--- config.mk ---
export PLATFORM = sky130hd
export DESIGN_NAME = reg_file_dec
export DESIGN_NICKNAME = d
export VERILOG_FILES = /design/src/rtl/reg_file_dec.sv
export SDC_FILE = /design/constraint.sdc
export NUM_CORES = 2
export LEC_CHECK = 0
export BUFFER_PORTS_ARGS = -buffer_cell sky130_fd_sc_hd__buf_2
export CAP_MARGIN = 20
export CORE_MARGIN = 3
export CORE_UTILIZATION = 23
export CTS_BUF_LIST = sky130_fd_sc_hd__clkbuf_16
export DETAILED_ROUTE_END_ITERATION = 8
export SKIP_CTS_REPAIR_TIMING = 1
export SLEW_MARGIN = 20
export SYNTH_ARGS = -nofsm -noshare
export SYNTH_HDL_FRONTEND = slang
export SYNTH_SLANG_ARGS = --single-unit
export TNS_END_PERCENT = 20
--- constraint.sdc ---
create_clock -name clk -period 47.4 [get_ports clk]
set_clock_uncertainty 0.1 [all_clocks]
set_input_delay 14.22 -clock clk [delete_from_list [all_inputs] [get_ports clk]]
set_output_delay 14.22 -clock clk [all_outputs]
set_load 0.05 [all_outputs]
--- src/rtl/reg_file_dec.sv ---
// 32-entry register file with one-hot write decode, r0 hard-wired to zero and a committed-write counter.
// Optional write-through bypass on all read ports when REGFILE_BYPASS_EN is defined.
module reg_file_dec #(
  parameter int DW = 32
) (
  input  logic          clk,
  input  logic          rst,
  input  logic          we,
  input  logic [4:0]    wa,
  input  logic [DW-1:0] wd,
  input  logic [4:0]    ra1,
  input  logic [4:0]    ra2,
  output logic [DW-1:0] rd1,
  output logic [DW-1:0] rd2,
  input  logic [4:0]    dbg_ra,
  output logic [DW-1:0] dbg_rd,
  output logic [31:0]   wr_cnt
);

  logic [DW-1:0] regs [32];
  logic [31:1]   wstb;
  logic [31:0]   cnt;
  logic          commit;

  assign commit = we && (wa != 5'd0);

  always_comb begin
    wstb = '0;
    for (int i = 1; i < 32; i++) begin
      wstb[i] = we && (wa == 5'(i));
    end
  end

  // regs[0] is never written, so it stays at its reset value of zero
  always_ff @(posedge clk or posedge rst) begin
    if (rst) begin
      for (int i = 0; i < 32; i++) begin
        regs[i] <= '0;
      end
    end else begin
      for (int i = 1; i < 32; i++) begin
        if (wstb[i]) regs[i] <= wd;
      end
    end
  end

  always_ff @(posedge clk or posedge rst) begin
    if (rst) begin
      cnt <= '0;
    end else if (commit) begin
      cnt <= cnt + 32'd1;
    end
  end

  assign wr_cnt = cnt;

  function automatic logic [DW-1:0] rd_sel(input logic [4:0] a);
    logic [DW-1:0] v;
    v = (a == 5'd0) ? '0 : regs[a];
`ifdef REGFILE_BYPASS_EN
    if (commit && !rst && (a == wa)) v = wd;
`endif
    return v;
  endfunction

  always_comb begin
    rd1    = rd_sel(ra1);
    rd2    = rd_sel(ra2);
    dbg_rd = rd_sel(dbg_ra);
  end

endmodule

==> impl_metrics.py <==
metrics = {
    "grt": {
        "grt_start_max_net_pins": 173,
        "overflow": 0,
        "grt_pass1_wl_um": 334000,
        "track_usage": 0.164,
        "number_of_global_route_vias_before_repair": 44100,
        "antenna_found_initial": 33,
    },
    "sta": {
        "slew-limit-headroom": 0.245,
        "rsz0062_at_grt": "false",
        "fin_setup_tns_ps": 0,
        "finalWorstPathRequiredPeriod_ps": 32990,
        "setup_viol": 0,
        "count_of_final_hold_check_violations": 0,
        "worst-slew-pin-transition_ps": 1130,
        "timing_max_transition_violations_final": 0,
        "timing.final.crit_share": 0.696,
        "fmax_mhz": 30.3,
    },
    "logic_synthesis": {
        "synth-main-ff-cell": "sky130_fd_sc_hd__dfrtp_1",
        "synth.most_common_cell": "sky130_fd_sc_hd__mux2_2",
        "seq_area_frac_synth": 0.412,
        "synthDistinctLibCells": 44,
        "syn-cell-area_sq_um": 62200,
        "dominant_combinational_cell_family_by_area_after_synthesis": "multiplexers",
        "post_synth_xor_area_fraction": 0.00436,
        "fraction_of_the_mapped_netlist_area_in_compound_gates": 0.0610,
        "muxShareOfSynthArea": 0.468,
        "synth_enable_flop_cells": 0,
        "yosys_warnings": 32,
        "synth_fa_ha_area_frac": 0.000201,
        "mapped_cells": 4379,
        "yosys-top-cells-count": "sky130_fd_sc_hd__mux2_2 (1066), sky130_fd_sc_hd__dfrtp_1 (1024), sky130_fd_sc_hd__mux4_2 (626)",
        "yosys.area_share.simple": 0.0206,
        "synthArstFlopShare": 1.00,
        "synth_top_cells_by_area": "sky130_fd_sc_hd__dfrtp_1 (41%), sky130_fd_sc_hd__mux4_2 (23%), sky130_fd_sc_hd__mux2_2 (19%)",
        "syn_nets": 4435,
        "synth_largest_area_cell": "sky130_fd_sc_hd__dfrtp_1",
        "avgSynthCellArea_sq_um": 14.2,
        "yosysTopAreaCellShare": 0.412,
        "synth.ff_latch_count": 1024,
    },
    "cells_and_area": {
        "post-route-cell-area_sq_um": 69900,
        "area_delta_synth_final_pct": 12.3,
        "layout-drive-gt1-share": 0.497,
        "layout.nets": 4330,
    },
    "worst_setup_path": {
        "startpoint": "ra1[2]",
        "crit_path_end_kind": "output port",
        "critical_path_class": "in -> out",
        "cp_cell_sequence": "buf_8 > buf_4 > buf_4 > buf_4 > mux4_2 > a22o_1 > o21ai_0 > o21ai_0 > buf_2",
        "critical-path-top-cell-by-count": "sky130_fd_sc_hd__buf_4",
        "timing.critical_path.fanout_max": 68,
        "rr_startpoint": "wr_cnt[0]$_DFFE_PP0P_",
        "cp_slowest_cell": "sky130_fd_sc_hd__buf_4",
        "worst_ep_arrival_time_ps": 18670,
        "timing.critical_path.slowest_cell_delay_ps": 790,
        "worst_r2r_path_depth": 6,
        "cp.required_ps": 33080,
        "timing.critical_path.from_type": "input pin",
    },
    "detailed_routing": {
        "vias_per_cell": 5.48,
        "routed_wl_um": 234000,
        "initialDrtViolationCount": 4739,
        "drcViolationCount": 0,
        "drtAntennaViolNets": 0,
        "dr_total_vias": 43400,
        "post_drt_wl_per_cell_um": 29.5,
        "drtPass1Iterations": 6,
    },
    "outcome": {
        "run_status": "finished clean",
    },
    "pwr": {
        "cellPowerDensity_nw_per_um2": 40.0,
        "net_load_switching_power_uw": 921,
        "p_int_uw": 1880,
        "p_sw_frac": 0.329,
        "comb_pwr_share": 0.277,
        "leakage_uw": 0.0288,
        "power.ir.vdd_worst_mv": 0.0304,
        "clock_power_share": 0.289,
        "seq_power_share": 0.434,
    },
    "floorplan": {
        "floorplan.initialDensity": 0.232,
        "die_y_um": 526,
        "rows": 190,
        "die_x_um": 526,
        "design.portCount": 183,
        "design.core.area_sq_um": 269000,
        "design.die.area_sq_um": 277000,
    },
    "clocking": {
        "ctsLongestPathBuffers": 3,
        "cts.root.buffer_cell": "sky130_fd_sc_hd__clkbuf_16",
        "clkLatencyLatePin_ps": 730,
        "cts.clk_slew.worst_paths_ps": 60,
        "numCtsBuffers": 102,
        "clock_sink_count": 1024,
        "htreeDepth": 3,
        "cts_tree": "yes",
    },
    "worst_hold_path": {
        "worstHoldPathType": "reg -> reg",
        "hold_depth": 1,
        "hold_path.startpoint": "wr_cnt[31]$_DFFE_PP0P_",
    },
    "job": {
        "max_cap_viol_count": 0,
    },
    "placement": {
        "gp_congestion": 0.808,
        "hpwl_um": 133000,
        "placement.io_buffers": 182,
        "place_area_sq_um": 66700,
    },
}
## through the flow
| step | util | power (uW) | worst slack, ps | hold WS [ps] | cells |
|---|---|---|---|---|---|
| floorplan | - | 1770 | 4260 | 387 | 4379 |
| global placement | 0.248 | 1970 | 14100 | 355 | 7721 |
| detailed placement | 0.248 | 1990 | 14060 | 369 | 7721 |
| CTS | 0.260 | 2800 | 14070 | 382 | 7911 |
| global route | 0.260 | 2910 | 14270 | 419 | 7917 |
| finish | 0.260 | 2800 | 14410 | 377 | 7932 |
## state kept, by name, summed over array words and instances (netlist names)
signal  flops
wr_cnt     32
regs      992
## critical path, delay by kind of cell
kind / cells / cell delay, ps
mux: 1 / 560
compound gates: 3 / 770
buf+inv: 5 / 2940
## worst paths after layout
path / end / slack (ps)
max: rd1[18] / 14410
min: wr_cnt[31]$_DFFE_PP0P_ / 380
max reg2reg: wr_cnt[20]$_DFFE_PP0P_ / 45400
min reg2reg: wr_cnt[31]$_DFFE_PP0P_ / 380
max in group asynchronous: regs[682]$_DFFE_PP0P_ / 29750
min in group asynchronous: regs[479]$_DFFE_PP0P_ / 13460
## layout by cell type (no fill, tap or decap), drive strengths merged, types with 6 or more instances in the layout
cell type / n
a21oi: 20
nand2: 121
o31ai: 64
bufinv: 6
nor2b: 11
xnor2: 26
buf: 282
a22oi: 84
a22o: 139
mux4: 630
clkinvlp: 6
nand3: 12
o21ai: 149
nor3: 7
mux2: 1098
clkbuf: 105
dfrtp: 1024
o221ai: 21
mux2i: 256
nand2b: 8
o22ai: 64
nand4: 13
nor2: 109
diode: 20
inv: 30
clkinv: 48
## metal layers
layer	global-route usage	wire [um]	vias to the layer above
met3	0.0397	21100	573
met2	0.268	111000	2420
met4	0.0876	13100	10
met5	0	69	-
li1	-	-	17000
met1	0.200	88700	23400
## area by class of cell
cell class | instances | area, sq um
inverters | 3 | 20.0
repair buffers | 284 | 1840
well taps | 3552 | 4440
fillers | 27500 | 199000
clock buffers | 103 | 2580
flip-flops and latches | 1024 | 25600
diodes | 20 | 50.0
clock inverters | 87 | 619
multi-input cells | 2859 | 34700
## kinds of logic after synthesis
group,count (synthesis)
adder cells (fa/ha/maj),1
flip-flops,1024
AO/OA/AOI/OAI,545
buffers and inverters,496
XOR/XNOR,31
multiplexers,1984
AND/OR/NAND/NOR,298
## power groups by stage
stage	registers (uW)	logic (uW)	clock network, uW
after floorplan	1170	593	0
after global placement	1200	762	0
after detailed placement	1220	773	0
after CTS	1200	776	824
after global routing	1230	822	855
final	1210	775	809
Note: power is estimated with default switching activity, not from simulation.
